$ cat src/rtl/ft_reg_bridge_pkg.sv
// Shared types and frame-format constants for the FT600 register bridge.
package ft_reg_bridge_pkg;

   localparam int DATA_W  = 16;
   localparam int OP_BIT  = 15;
   localparam int CNT_MSB = 7;
   localparam int REM_W   = CNT_MSB + 2;

   localparam logic [1:0]        BE_FULL      = 2'b11;
   localparam logic [DATA_W-1:0] TIMEOUT_DATA = 16'hDEAD;

   typedef enum logic [2:0] {
      HDR,
      ADDR,
      WDATA,
      WR_REQ,
      RD_REQ,
      RESP
   } state_t;

   function automatic logic is_rx_state(input state_t s);
      return (s == HDR) || (s == ADDR) || (s == WDATA);
   endfunction

endpackage

$ cat src/rtl/ft_reg_bridge_if.sv
// FT user-side streams plus register bus; master is the bridge, slave is the environment.
interface ft_reg_bridge_if import ft_reg_bridge_pkg::*; #(parameter int ADDR_WIDTH = 16);

   logic [DATA_W-1:0]     rx_data;
   logic [1:0]            rx_be;
   logic                  rx_empty;
   logic                  rx_get;

   logic [DATA_W-1:0]     tx_data;
   logic [1:0]            tx_be;
   logic                  tx_valid;
   logic                  tx_full;

   logic                  reg_req;
   logic                  reg_we;
   logic [ADDR_WIDTH-1:0] reg_addr;
   logic [DATA_W-1:0]     reg_wdata;
   logic                  reg_ack;
   logic [DATA_W-1:0]     reg_rdata;

   modport master (
      input  rx_data, rx_be, rx_empty,
      output rx_get,
      output tx_data, tx_be, tx_valid,
      input  tx_full,
      output reg_req, reg_we, reg_addr, reg_wdata,
      input  reg_ack, reg_rdata
   );

   modport slave (
      output rx_data, rx_be, rx_empty,
      input  rx_get,
      input  tx_data, tx_be, tx_valid,
      output tx_full,
      input  reg_req, reg_we, reg_addr, reg_wdata,
      output reg_ack, reg_rdata
   );

endinterface

$ cat src/rtl/ft_reg_bridge.sv
// Parses framed FT600 rx words into register writes/reads, returns read data on tx; FT_REG_BRIDGE_TIMEOUT_EN adds a reg_ack timeout.
// Latency: one cycle per parsed word, bus access issued the cycle after its last input word, read data pushed the cycle after reg_ack.
// Backpressure: rx popped only when non-empty in a parse state; RESP holds while tx_full; request held until reg_ack (or timeout).
module ft_reg_bridge import ft_reg_bridge_pkg::*; #(
   parameter int ADDR_WIDTH     = 16,
   parameter int TIMEOUT_CYCLES = 255
) (
   input  logic                   clk,
   input  logic                   rst,
   ft_reg_bridge_if.master        bus,
   output logic                   busy,
   output logic [7:0]             err_count
);

   state_t                state_q, state_d;
   logic                  op_wr_q, op_wr_d;
   logic [REM_W-1:0]      rem_q, rem_d;
   logic [ADDR_WIDTH-1:0] addr_q, addr_d;
   logic [DATA_W-1:0]     data_q, data_d;
   logic [7:0]            err_q, err_d;

   logic rx_pop;
   logic be_bad;
   logic req_state;
   logic tmo_hit;
   logic err_inc;
   logic last_xfer;

   assign rx_pop    = is_rx_state(state_q) && !bus.rx_empty;
   assign be_bad    = (bus.rx_be != BE_FULL);
   assign req_state = (state_q == WR_REQ) || (state_q == RD_REQ);
   assign last_xfer = (rem_q == REM_W'(1));

`ifdef FT_REG_BRIDGE_TIMEOUT_EN
   localparam int TMO_W = $clog2(TIMEOUT_CYCLES + 1);

   logic [TMO_W-1:0] tmo_cnt;

   // Counts request cycles without ack; hit fires on the last allowed cycle.
   assign tmo_hit = req_state && !bus.reg_ack && (tmo_cnt == TMO_W'(TIMEOUT_CYCLES - 1));

   always_ff @(posedge clk) begin
      if (!rst) begin
         tmo_cnt <= '0;
      end else if (req_state && !bus.reg_ack && !tmo_hit) begin
         tmo_cnt <= tmo_cnt + TMO_W'(1);
      end else begin
         tmo_cnt <= '0;
      end
   end
`else
   assign tmo_hit = 1'b0;
`endif

   always_ff @(posedge clk) begin
      if (!rst) begin
         state_q <= HDR;
         op_wr_q <= 1'b0;
         rem_q   <= '0;
         addr_q  <= '0;
         data_q  <= '0;
         err_q   <= '0;
      end else begin
         state_q <= state_d;
         op_wr_q <= op_wr_d;
         rem_q   <= rem_d;
         addr_q  <= addr_d;
         data_q  <= data_d;
         err_q   <= err_d;
      end
   end

   always_comb begin
      state_d = state_q;
      op_wr_d = op_wr_q;
      rem_d   = rem_q;
      addr_d  = addr_q;
      data_d  = data_q;
      err_d   = err_q;
      err_inc = 1'b0;

      case (state_q)
         HDR: begin
            if (rx_pop) begin
               if (be_bad) begin
                  err_inc = 1'b1;
               end else begin
                  op_wr_d = bus.rx_data[OP_BIT];
                  rem_d   = {1'b0, bus.rx_data[CNT_MSB:0]} + REM_W'(1);
                  state_d = ADDR;
               end
            end
         end
         ADDR: begin
            if (rx_pop) begin
               if (be_bad) begin
                  err_inc = 1'b1;
               end else begin
                  addr_d  = bus.rx_data[ADDR_WIDTH-1:0];
                  state_d = op_wr_q ? WDATA : RD_REQ;
               end
            end
         end
         WDATA: begin
            if (rx_pop) begin
               if (be_bad) begin
                  err_inc = 1'b1;
               end else begin
                  data_d  = bus.rx_data;
                  state_d = WR_REQ;
               end
            end
         end
         WR_REQ: begin
            // An abandoned write still consumes its slot in the frame.
            if (bus.reg_ack || tmo_hit) begin
               err_inc = tmo_hit;
               addr_d  = addr_q + ADDR_WIDTH'(1);
               rem_d   = rem_q - REM_W'(1);
               state_d = last_xfer ? HDR : WDATA;
            end
         end
         RD_REQ: begin
            if (bus.reg_ack) begin
               data_d  = bus.reg_rdata;
               state_d = RESP;
            end else if (tmo_hit) begin
               data_d  = TIMEOUT_DATA;
               err_inc = 1'b1;
               state_d = RESP;
            end
         end
         RESP: begin
            if (!bus.tx_full) begin
               addr_d  = addr_q + ADDR_WIDTH'(1);
               rem_d   = rem_q - REM_W'(1);
               state_d = last_xfer ? HDR : RD_REQ;
            end
         end
         default: begin
            state_d = HDR;
         end
      endcase

      if (err_inc && (err_q != 8'hFF)) begin
         err_d = err_q + 8'd1;
      end
   end

   assign bus.rx_get    = rx_pop;
   assign bus.tx_valid  = (state_q == RESP) && !bus.tx_full;
   assign bus.tx_data   = data_q;
   assign bus.tx_be     = BE_FULL;
   assign bus.reg_req   = req_state;
   assign bus.reg_we    = (state_q == WR_REQ);
   assign bus.reg_addr  = addr_q;
   assign bus.reg_wdata = data_q;
   assign busy          = (state_q != HDR);
   assign err_count     = err_q;

   a_req_stable: assert property (@(posedge clk) disable iff (!rst)
      (bus.reg_req && !bus.reg_ack && !tmo_hit) |=>
         (bus.reg_req && $stable(bus.reg_addr) && $stable(bus.reg_we) && $stable(bus.reg_wdata)));

   a_req_drop_after_ack: assert property (@(posedge clk) disable iff (!rst)
      (bus.reg_req && bus.reg_ack) |=> !bus.reg_req);

   a_err_saturates: assert property (@(posedge clk) disable iff (!rst)
      (err_q == 8'hFF) |=> (err_q == 8'hFF));

endmodule
$ cat src/flat_wrapper.sv
// flat-port wrapper written by rule: the top's interface ports become plain ports
module ft_reg_bridge_flat import ft_reg_bridge_pkg::*;
#(
   parameter int ADDR_WIDTH     = 16,
   parameter int TIMEOUT_CYCLES = 255
)
  (clk, rst, busy, err_count, bus_rx_data, bus_rx_be, bus_rx_empty, bus_rx_get, bus_tx_data, bus_tx_be, bus_tx_valid, bus_tx_full, bus_reg_req, bus_reg_we, bus_reg_addr, bus_reg_wdata, bus_reg_ack, bus_reg_rdata);
  ft_reg_bridge_if #(.ADDR_WIDTH(ADDR_WIDTH)) bus_i ();
  input  logic clk;
  input  logic rst;
  output logic busy;
  output logic [7:0] err_count;
  input wire logic [$bits(bus_i.rx_data)-1:0] bus_rx_data;
  input wire logic [$bits(bus_i.rx_be)-1:0] bus_rx_be;
  input wire logic [$bits(bus_i.rx_empty)-1:0] bus_rx_empty;
  output wire logic [$bits(bus_i.rx_get)-1:0] bus_rx_get;
  output wire logic [$bits(bus_i.tx_data)-1:0] bus_tx_data;
  output wire logic [$bits(bus_i.tx_be)-1:0] bus_tx_be;
  output wire logic [$bits(bus_i.tx_valid)-1:0] bus_tx_valid;
  input wire logic [$bits(bus_i.tx_full)-1:0] bus_tx_full;
  output wire logic [$bits(bus_i.reg_req)-1:0] bus_reg_req;
  output wire logic [$bits(bus_i.reg_we)-1:0] bus_reg_we;
  output wire logic [$bits(bus_i.reg_addr)-1:0] bus_reg_addr;
  output wire logic [$bits(bus_i.reg_wdata)-1:0] bus_reg_wdata;
  input wire logic [$bits(bus_i.reg_ack)-1:0] bus_reg_ack;
  input wire logic [$bits(bus_i.reg_rdata)-1:0] bus_reg_rdata;
  assign bus_i.rx_data = bus_rx_data;
  assign bus_i.rx_be = bus_rx_be;
  assign bus_i.rx_empty = bus_rx_empty;
  assign bus_rx_get = bus_i.rx_get;
  assign bus_tx_data = bus_i.tx_data;
  assign bus_tx_be = bus_i.tx_be;
  assign bus_tx_valid = bus_i.tx_valid;
  assign bus_i.tx_full = bus_tx_full;
  assign bus_reg_req = bus_i.reg_req;
  assign bus_reg_we = bus_i.reg_we;
  assign bus_reg_addr = bus_i.reg_addr;
  assign bus_reg_wdata = bus_i.reg_wdata;
  assign bus_i.reg_ack = bus_reg_ack;
  assign bus_i.reg_rdata = bus_reg_rdata;
  ft_reg_bridge #(.ADDR_WIDTH(ADDR_WIDTH), .TIMEOUT_CYCLES(TIMEOUT_CYCLES)) u_core (.clk(clk), .rst(rst), .bus(bus_i), .busy(busy), .err_count(err_count));
endmodule
$ cat config.mk
export PLATFORM = sky130hd
export DESIGN_NAME = ft_reg_bridge_flat
export DESIGN_NICKNAME = d
export VERILOG_FILES = /design/src/rtl/ft_reg_bridge_pkg.sv /design/src/rtl/ft_reg_bridge_if.sv /design/src/rtl/ft_reg_bridge.sv /design/src/flat_wrapper.sv
export SDC_FILE = /design/constraint.sdc
export NUM_CORES = 1
export LEC_CHECK = 0
export ABC_AREA = 1
export BUFFER_PORTS_ARGS = -buffer_cell sky130_fd_sc_hd__buf_2
export CAP_MARGIN = 20
export CORE_MARGIN = 2
export CORE_UTILIZATION = 52
export DETAILED_ROUTE_END_ITERATION = 12
export GPL_TIMING_DRIVEN = 0
export PLACE_DENSITY = 0.8
export SYNTH_ARGS = -nofsm -noshare
export SYNTH_HDL_FRONTEND = slang
export SYNTH_SLANG_ARGS = --single-unit
$ cat constraint.sdc
create_clock -name clk -period 1.91 [get_ports clk]
set_input_delay 0.2865 -clock clk [delete_from_list [all_inputs] [get_ports clk]]
set_output_delay 0.2865 -clock clk [all_outputs]
set_load 0.01 [all_outputs]
# Word level (Yosys, flattened, before mapping)
# Index checks and enable logic that the tools add are counted.
[op_classes]
n_reduce_logical = 19
bitwise_logic = 1
n_eq_ne = 17
muxes = 28
addsub = 4
[ops]
columns = ["op", "count"]
rows = [
  ["two-way mux 16 bit", 5],
  ["case mux 16 bit (3 select lines)", 1],
  ["two-way mux 9 bit", 4],
  ["two-way mux 3 bit", 11],
  ["case mux 16 bit (2 select lines)", 1],
  ["case mux 9 bit (3 select lines)", 1],
  ["inequality test 2 bit (second input constant)", 9],
  ["case mux 3 bit (6 select lines)", 1],
  ["adder 16 x 1 -> 16 bit (second input constant)", 1],
  ["AND reduction 5 bit", 2],
  ["adder 8 x 1 -> 9 bit (second input constant)", 1],
  ["== test 9 x 1 -> 1 bit (second input constant)", 1],
  ["AND reduction 9 bit", 1],
  ["nonzero test 3 bit", 3],
  ["subtractor 9 x 1 -> 9 bit (second input constant)", 1],
  ["adder 8 x 1 -> 8 bit (second input constant)", 1],
  ["inequality test 8 bit (second input constant)", 1],
  ["== test 3 x 2 -> 1 bit (second input constant)", 2],
  ["== test 3 bit (second input constant)", 2],
  ["AND reduction 4 bit", 1],
  ["== test 3 x 1 -> 1 bit (second input constant)", 1],
  ["logical AND 1 bit", 3],
  ["zero test 3 bit", 1],
  ["logical OR 1 bit", 3],
  ["8 further kinds", 11],
]
[totals]
ff_bits = 53

# Longest topological paths before layout
# Gate-level depths: netlist of the first run.
[depth]
depth_word = 7
depth_mapped = 11
ltp_nobuf = 10

# Least setup slack after synthesis of the first run
# OpenSTA, ideal clock, no wires.
[synth_path]
path_kind = "register to register"
start = "register u_core.addr_q[0] (netlist: u_core.bus.reg_addr[0])"
end = "register u_core.addr_q[10] (netlist: u_core.bus.reg_addr[10])"
period_less_slack_ps = 1525
n_path_buf = 0
setup_ps = 115
path_stages_with_launch = 9
t_arrival_ps = 1410
path_slack_ps = 385
path_cell_list = "dfxtp_1 ha_1 nand2_1 nor2_1 nand2_1 o21ai_0 nand4_1 nand2_1 nor2_1"
[synth_via]
elab_chain_len = 3
word_cells_on_any_way = 4
classes_between = "add/sub (1); mux (3)"
[synth_rtl]
columns = ["item", "line_no", "rtl"]
rows = [
  ["start: declaration", "ft_reg_bridge.sv:18", "logic [ADDR_WIDTH-1:0] addr_q, addr_d;"],
  ["start signal: assignment", "ft_reg_bridge.sv:67", "addr_q <= addr_d;"],
  ["adder 16 x 1 -> 16 bit (*)", "ft_reg_bridge.sv:118, ft_reg_bridge.sv:135", ""],
  ["two-way mux 16 bit (on tied branches)", "ft_reg_bridge.sv:134, ft_reg_bridge.sv:116", ""],
  ["case mux 16 bit (3 select lines) (*)", "ft_reg_bridge.sv:82", "case (state_q)"],
]
# Mark *: on every way between the ends. The rest lies on a longest branch, timed or not. The select of a mux whose other input is x is not followed.
# A chain may end at the register's enable or synchronous reset.

# Final worst setup path of the first run
[layout_path]
start = "register u_core.state_q[0]"
end = "output bus_reg_req"
[layout_via]
elab_chain_len = 2
word_cells_on_any_way = 3
classes_between = "eq/ne (2); reduce/logical (1)"
[layout_rtl]
columns = ["item", "line_no", "rtl"]
rows = [
  ["start: declaration", "ft_reg_bridge.sv:15", "state_t state_q, state_d;"],
  ["start signal: assignment", "ft_reg_bridge.sv:64", "state_q <= state_d;"],
  ["== test 3 x 2 -> 1 bit / == test 3 bit (equally long branches)", "ft_reg_bridge.sv:31", "assign req_state = (state_q == WR_REQ) || (state_q == RD_REQ);"],
  ["logical OR 1 bit (*)", "ft_reg_bridge.sv:31", ""],
  ["end: declaration", "flat_wrapper.sv:21", "output wire logic [$bits(bus_i.reg_req)-1:0] bus_reg_req;"],
]
# Mark *: on every way between the ends. The rest lies on a longest branch, timed or not.

==> results of run 1 <==
==> worst max-delay path, cell delays in order (launching register included) <==
cell and delay [ps]:
dfxtp_1 320, buf_2 190, nor2_4 50, nand2_1 70, buf_2 310, nand2_1 100
buf_2 150
==> final cells by class <==
cell class / count / area [um^2] / share of cell area
Multi-Input combinational cell: 443 / 2000 / 0.480
Tap cell: 77 / 96.3 / 0.0231
Clock inverter: 3 / 21.3 / 0.00510
Timing Repair Buffer: 98 / 493 / 0.118
Sequential cell: 53 / 1060 / 0.255
Inverter: 50 / 189 / 0.0453
Buffer: 39 / 240 / 0.0576
Clock buffer: 5 / 68.8 / 0.0165
==> metal layers <==
layer | vias up | wire (um)
met2 | 190 | 4600
li1 | 2055 | -
met5 | - | 0
met3 | 11 | 1030
met1 | 1781 | 4400
met4 | 0 | 146
==> power by group through the flow <==
stage | Clock [mW] | Combinational (mW) | Sequential [mW]
after CTS | 0.673 | 2.72 | 1.73
after global placement | 0 | 2.64 | 1.74
final | 0.671 | 2.74 | 1.74
after global routing | 0.722 | 3.06 | 1.79
after detailed placement | 0 | 2.69 | 1.75
after floorplan | 0 | 1.83 | 1.79
==> cell usage after synthesis (all sizes together), types with 2 or more instances <==
cell	number
nand2	162
nor2	112
nand3	57
dfxtp	53
o21ai	51
inv	48
buf	32
a21oi	27
nand4	10
clkbuf	8
ha	5
xnor2	5
nor3	3
xor2	3
clkinv	2
o211ai	2
or2	2
==> final timing paths <==
path                                        start                      to  slack (ps)  depth (start not counted)
worst max-delay path            u_core.state_q[0]             bus_reg_req         120                          6
worst min-delay path              bus_rx_data[15]          u_core.op_wr_q         280                          3
worst max register to register  u_core.state_q[0]  u_core.bus.reg_addr[8]         120                          8
worst min register to register    u_core.rem_q[7]         u_core.rem_q[7]         500                          2
==> cell families (layout without fill, tap and decap cells) <==
kind of cell / Yosys count / in the layout / synth area share
AND/OR/NAND/NOR: 347 / 347 / 0.413
buffers and inverters: 90 / 195 / 0.124
AO/OA/AOI/OAI: 81 / 81 / 0.119
flip-flops: 53 / 53 / 0.304
XOR/XNOR: 8 / 8 / 0.0201
adder cells (fa/ha/maj): 5 / 5 / 0.0179
other: 1 / 2 / 0.00108
==> sequential cells by signal, summed over array words and instances (netlist names) <==
| name | flops |
|---|---|
| u_core.op_wr_q | 1 |
| u_core.bus.reg_addr | 16 |
| u_core.err_count | 8 |
| u_core.rem_q | 9 |
| u_core.bus.reg_wdata | 16 |
| u_core.state_q | 3 |
==> repair_timing <==
| action | CTS | global route |
|---|---|---|
| pin swaps | 1 | 0 |
| endpoints found under the setup margin | 1 | 4 |
| buffers inserted | 1 | 0 |
| resized for setup | 1 | 2 |
| cloned | 0 | 0 |
==> placed cells by master (no fill, tap or decap), types with 2 or more instances in the layout <==
| cell | synthesis | layout |
|---|---|---|
| nor2_2 | 1 | 2 |
| a21oi_1 | 27 | 27 |
| nor2_1 | 109 | 108 |
| inv_2 | 4 | 4 |
| ha_1 | 5 | 5 |
| dfxtp_1 | 53 | 52 |
| inv_1 | 44 | 44 |
| nand3_1 | 57 | 57 |
| conb_1 | 1 | 2 |
| clkbuf_1 | 8 | 8 |
| buf_2 | 10 | 106 |
| nor3_1 | 3 | 3 |
| clkinv_2 | 1 | 2 |
| o211ai_1 | 2 | 2 |
| o21ai_0 | 48 | 48 |
| buf_4 | 22 | 23 |
| nand4_1 | 10 | 10 |
| xnor2_1 | 5 | 5 |
| nand2_2 | 2 | 3 |
| o21ai_1 | 3 | 3 |
| nand2_1 | 159 | 158 |
| xor2_1 | 3 | 3 |
| clkbuf_8 | 0 | 5 |
| nor2_4 | 2 | 2 |
| or2_2 | 2 | 2 |
==> stage by stage <==
step	setup slack [ps]	utilization	instance area, um^2	hold WS (ps)
floorplan	385	-	3490	451
global placement	109	0.634	4070	478
detailed placement	105	0.634	4070	479
CTS	2.39	0.650	4170	281
global route	1.22	0.650	4170	285
finish	119	0.650	4170	280
==> impl_metrics.toml, run 1 <==
[cts]
cts-root-buf = "clkbuf_8"
tritoncts = "yes"
clkLatencyLatePin_ps = 320
numClockSinks = 53
htreeDepth = 2
clkSlewWorstSetupHoldPaths_ps = 100
clock_path_buffers = 2
cts_made_buffers = 5
postCtsHoldBufs = 0

[grt]
grt_pass1_vias = 3394
grt_use_met3 = 0.0452
antenna_found_initial = 0
busiest_layer = "met2"
grtUsageTotal = 0.272
gr-total-overflow = 0
gr-usage-met2 = 0.449
met1_usage = 0.371
grt_max_degree = 18
grt_pass1_wl_um = 16100

[power]
clockPowerShare = 0.130
switchingPower_mw = 2.43
switching_share = 0.472
internal-power_mw = 2.72
vdd_drop_max_uv = 608
power_mw = 5.15
p_seq_frac = 0.338
p_per_area_nw_per_um2 = 1230
p_comb_frac = 0.532
leakagePower_nw = 2.11

[sta]
worst_slew_pin_slew_ps = 643
min_period_ps = 1790
rsz0062_at_grt = "false"
drv_slew = 0
skew_ps = 10.1
max-slew-margin-rel = 0.572
fmax_ghz = 0.558
final_hold_viol_count = 0
setup_tns_ps = 0
setup_viol = 0
post-route-period-util = 0.938

[synth]
synth_flop_cell = "dfxtp_1"
synth.cell_area_um2 = 3490
synth_cell_types = 28
async_reset_ff_frac = 0
yosys_warnings = 0
ys_seq_area_frac = 0.304
synth_edf_count = 0
synth_top_area_share = 0.304
postSynthCellCount = 585
synthTopCellsByArea = "dfxtp_1 (30%), nand2_1 (17%), nor2_1 (12%)"
ys_ff_latch = 53
avgSynthCellArea_um2 = 5.96
yosysTopAreaCell = "dfxtp_1"

[setup_path]
worstSetupPathType = "reg -> out"
worstPathRequired_ps = 1620
critPathMaxFanout = 19
crit_path_start_kind = "flip-flop"
cp.arrival_ps = 1500
critPathCaptureType = "primary output"

[cells_and_area]
fin_nets = 734
fill_cells = 625
drive_gt1_frac = 0.221
final_cells = 768
syn_to_final_growth_pct = 19.6
antenna_cells = 0

[run_status]
outcome = "finished, final reports clean"

[routing]
drt_iter0_markers = 273
vias_per_cell = 5.26
num_vias = 4037
dr.pass1.iters = 5
drt.antenna.violating_nets = 0
wirelength_um = 10200
routedWlPerCell_um = 13.3
drcViolationCount = 0

[place]
gp_congestion = 0.941
hpwl_um = 7770
io_buffers = 97
place_inst = 760

[floorplan]
die_area_um2 = 7380
ios = 102
start_util = 0.543
row_count = 29
fp.dieW_um = 85.9
fp.dieH_um = 85.9
coreArea_um2 = 6420

[hold_path]
hold_class = "in -> reg"

[job]
cap_viol_max_count = 0
(Power assumes the default switching activity.)
==> run 2: changes to the inputs <==
PLACE_DENSITY = 0.9   (was 0.8)
==> run 2 against run 1 <==
Net effect: register-to-register slack improved by 30 ps; critical endpoint is now u_core.bus.reg_addr[8]; clock power increased by 1%; worst setup slack improved by 27 ps.
==> impl_metrics.toml, run 2 (same netlist as run 1, synthesis figures left out) <==
[routing]
num_vias = 4175
wirelength_um = 10400
routedWlPerCell_um = 13.6
drcViolationCount = 0
dr.pass1.iters = 5
vias_per_cell = 5.44
drt.antenna.violating_nets = 0
drt_iter0_markers = 281

[cts]
tritoncts = "yes"
clock_path_buffers = 2
htreeDepth = 2
clkSlewWorstSetupHoldPaths_ps = 110
cts-root-buf = "clkbuf_8"
cts_made_buffers = 5
clkLatencyLatePin_ps = 320
postCtsHoldBufs = 0
numClockSinks = 53

[cells_and_area]
syn_to_final_growth_pct = 19.9
antenna_cells = 0
drive_gt1_frac = 0.221
design_area_um2 = 4180
layout_commonest_cell = "nand2_1"
layout_common_cells = "nand2_1 (158), nor2_1 (108), buf_2 (104)"
fin_nets = 734

[sta]
skew_ps = 13.6
fmax_ghz = 0.567
max-slew-margin-rel = 0.565
setup_tns_ps = 0
rsz0062_at_grt = "false"
final_hold_viol_count = 0
whs_ps = 293
min_period_ps = 1760
drv_slew = 0
post-route-period-util = 0.924
worst_slew_pin_slew_ps = 653
setup_viol = 0

[power]
leakagePower_nw = 2.11
switching_share = 0.475
switchingPower_mw = 2.47
clockPowerShare = 0.131
power_mw = 5.20
p_per_area_nw_per_um2 = 1240
internal-power_mw = 2.73
p_seq_frac = 0.337
vdd_drop_max_uv = 707
p_comb_frac = 0.532

[place]
gp_congestion = 0.963
hpwl_um = 8020
dpl_cell_area_um2 = 4070
io_buffers = 97

[grt]
grt_pass1_vias = 3660
antenna_found_initial = 0
grt_pass1_wl_um = 17000
grtUsageTotal = 0.283
grt_max_degree = 19
gr-total-overflow = 0

[setup_path]
regToRegSetupSlack_ps = 150
slowest_delay_ps = 310
crit_path_start_kind = "flip-flop"
rr_worst_depth = 8
cp.arrival_ps = 1950
critPathMaxFanout = 10
reg2reg_to = "u_core.bus.reg_addr[8]"
worstSetupPathType = "reg -> reg"
cp-startpoint = "u_core.state_q[0]"
path_cells = "buf_2, nand3_1, nand2_1, buf_2, clkbuf_4, nand3_1, o211ai_1, a21oi_1"
worst_path_max_delay_cell = "dfxtp_1"
crit_family = "buffers and inverters"
rr_startpoint = "u_core.state_q[0]"
cp.buffers_inverters = 3
worstPathRequired_ps = 2090
critPathCaptureType = "flip-flop"

[floorplan]
fp.dieW_um = 85.9
row_count = 29
coreArea_um2 = 6420
die_area_um2 = 7380
ios = 102
fp.dieH_um = 85.9
start_util = 0.543

[hold_path]
hold_depth = 3
hold_end = "u_core.op_wr_q"
hold_start = "bus_rx_data[15]"
hold_class = "in -> reg"

[job]
cap_viol_max_count = 0

[run_status]
outcome = "finished, final reports clean"
[run 2: changes by cell type in the layout (fill, tap and decap cells not counted), sizes merged]
cell	change
buf	-2
inv	+1
clkbuf	+2
clkinv	-1
[run 2: final cells by class]
cell class,count,area (um^2)
flip-flops and latches,53,1060
repair buffers,98,493
plain buffers,39,245
multi-input cells,443,2000
clock buffers,5,68.8
inverters,50,189
well taps,77,96.3
fillers,598,2240
clock inverters,3,25.0
[run 2: repair_timing]
action / 4_1_cts / 5_1_grt
buffers inserted: 1 / 0
endpoints found under the setup margin: 1 / 6
resized for setup: 1 / 4
pin swaps: 1 / 0
[run 2: worst max-delay path by stage]
stage	to	slack [ps]	cells after the start
floorplan	u_core.bus.reg_addr[10]	380	8
global placement	u_core.bus.reg_addr[8]	170	8
detailed placement	u_core.bus.reg_addr[8]	130	7
CTS	bus_reg_req	40	7
global route	u_core.bus.reg_addr[8]	20	8
finish	u_core.bus.reg_addr[8]	150	8
[run 2: power by group through the flow]
stage | Combinational, mW | Clock (mW) | Sequential, mW
after floorplan | 1.83 | 0 | 1.79
after global placement | 2.63 | 0 | 1.74
after detailed placement | 2.70 | 0 | 1.76
after CTS | 2.73 | 0.687 | 1.74
after global routing | 3.10 | 0.725 | 1.80
final | 2.77 | 0.681 | 1.75
[run 2: stage by stage]
step           setup WS (ps)  std cells  utilization
2_1_floorplan            385        586            -
3_3_place_gp             171        760        0.634
3_5_place_dp             130        760        0.634
4_1_cts                 37.8        769        0.650
5_1_grt                 16.2        768        0.651
6_report                 146        768        0.651
[run 2: per-layer routing]
layer,vias up,track usage,routed length (um)
met3,20,0.0395,1030
met5,-,0,0
li1,2055,-,-
met2,260,0.495,4960
met1,1840,0.365,4280
met4,0,0.0707,141
[run 2: worst min-delay path, cell delays in order]
cell,delay (ps)
buf_2,140
nand3_1,80
a21oi_1,60
==> run 3: changes to the inputs <==
PLACE_DENSITY = 0.79   (was 0.9)
==> run 3 against run 2 <==
Net effect: clock power about the same; sequential power about the same; global-route usage down 1.1 points; worst setup slack better by 30 ps; cell area down 0.18%; sequential cell count unchanged; register-to-register slack better by 30 ps; wire length down 2.9%; clock skew about the same; utilization down 0.12 points; sequential share of layout area about the same.
==> impl_metrics.toml, run 3 (same netlist as run 1, synthesis figures left out) <==
[power]
leakagePower_nw = 2.11
clockPowerShare = 0.131
switchingPower_mw = 2.44
switching_share = 0.473
p_seq_frac = 0.338
internal-power_mw = 2.72
p_per_area_nw_per_um2 = 1240
vdd_drop_max_uv = 682
p_comb_frac = 0.531

[sta]
max-slew-margin-rel = 0.586
setup_viol = 0
setup_tns_ps = 0
worst_slew_pin_slew_ps = 621
rsz0062_at_grt = "false"
drv_slew = 0
final_hold_viol_count = 0
fmax_ghz = 0.577
post-route-period-util = 0.908
skew_ps = 13.1
min_period_ps = 1730

[setup_path]
critPathCaptureType = "flip-flop"
critPathMaxFanout = 10
crit_path_start_kind = "flip-flop"
worstSetupPathType = "reg -> reg"
worstPathRequired_ps = 2160
cp.arrival_ps = 1980

[cells_and_area]
fin_nets = 734
syn_to_final_growth_pct = 19.7
design_area_um2 = 4170
layout_commonest_cell = "nand2_1"
antenna_cells = 0
drive_gt1_frac = 0.220
layout_common_cells = "nand2_1 (159), nor2_1 (108), buf_2 (106)"

[routing]
drcViolationCount = 0
dr.pass1.iters = 5
routedWlPerCell_um = 13.2
drt_iter0_markers = 241
num_vias = 4036
drt.antenna.violating_nets = 0
wirelength_um = 10100
vias_per_cell = 5.26

[cts]
clkSlewWorstSetupHoldPaths_ps = 110
tritoncts = "yes"
clkLatencyLatePin_ps = 320
numClockSinks = 53
clock_path_buffers = 2
htreeDepth = 2
cts-root-buf = "clkbuf_8"
cts_made_buffers = 5

[grt]
grt_pass1_vias = 3459
grt_pass1_wl_um = 16200
grtUsageTotal = 0.272
antenna_found_initial = 0
gr-total-overflow = 0
grt_max_degree = 19

[floorplan]
coreArea_um2 = 6420
fp.dieH_um = 85.9
start_util = 0.543
die_area_um2 = 7380
row_count = 29
fp.dieW_um = 85.9
ios = 102

[hold_path]
hold_class = "in -> reg"

[job]
cap_viol_max_count = 0

[place]
dpl_cell_area_um2 = 4070
io_buffers = 97
hpwl_um = 7790
gp_congestion = 0.954

[run_status]
outcome = "finished, final reports clean"
run 3: area by class of cell:
cell class / instances / area (um^2)
repair buffers: 98 / 493
inverters: 50 / 189
fillers: 625 / 2250
flip-flops and latches: 53 / 1060
well taps: 77 / 96.3
multi-input cells: 443 / 2000
plain buffers: 39 / 240
clock inverters: 3 / 25.0
clock buffers: 5 / 68.8
run 3: routing by layer:
layer | share of wire | global-route usage
met1 | 0.44 | 0.372
met5 | 0 | 0
met4 | 0.018 | 0.0779
met2 | 0.45 | 0.447
met3 | 0.084 | 0.0385
run 3: stage by stage:
step / hold slack [ps] / std cells / power [mW] / utilization / setup slack, ps
final: 295 / 768 / 5.16 / 0.650 / 175
after CTS: 285 / 769 / 5.14 / 0.650 / 61.8
after floorplan: 451 / 586 / 3.62 / - / 385
after global routing: 299 / 768 / 5.61 / 0.650 / 1.19
after global placement: 476 / 760 / 4.38 / 0.634 / 105
after detailed placement: 487 / 760 / 4.45 / 0.634 / 120
run 3: power groups by stage:
stage	clock network (mW)	registers, mW	logic, mW
after floorplan	0	1.79	1.83
after CTS	0.689	1.73	2.72
after detailed placement	0	1.75	2.70
final	0.678	1.74	2.74
after global routing	0.738	1.79	3.08
after global placement	0	1.74	2.64
run 3: final timing paths:
path / from / endpoint / slack, ps / depth (start not counted)
setup / recovery: u_core.state_q[2] / u_core.bus.reg_addr[5] / 180 / 8
hold / removal: bus_rx_data[15] / u_core.op_wr_q / 290 / 3
setup reg to reg: u_core.state_q[2] / u_core.bus.reg_addr[5] / 180 / 8
hold reg to reg: u_core.bus.reg_addr[15] / u_core.bus.reg_addr[15] / 500 / 2
run 3: timing repair:
| action | 4_1_cts | 5_1_grt |
|---|---|---|
| setup buffers | 1 | 0 |
| hold buffers | 0 | 0 |
| setup endpoints to repair | 1 | 2 |
| gates resized for setup | 1 | 1 |
| pin swaps | 1 | 0 |
run 3: critical path, stage by stage (launching register included):
cell	delay [ps]
dfxtp_1	450
buf_4	210
nor2_1	90
nand2_1	110
nand2_1	100
nor2_4	240
buf_4	230
o211ai_1	100
a21oi_1	140
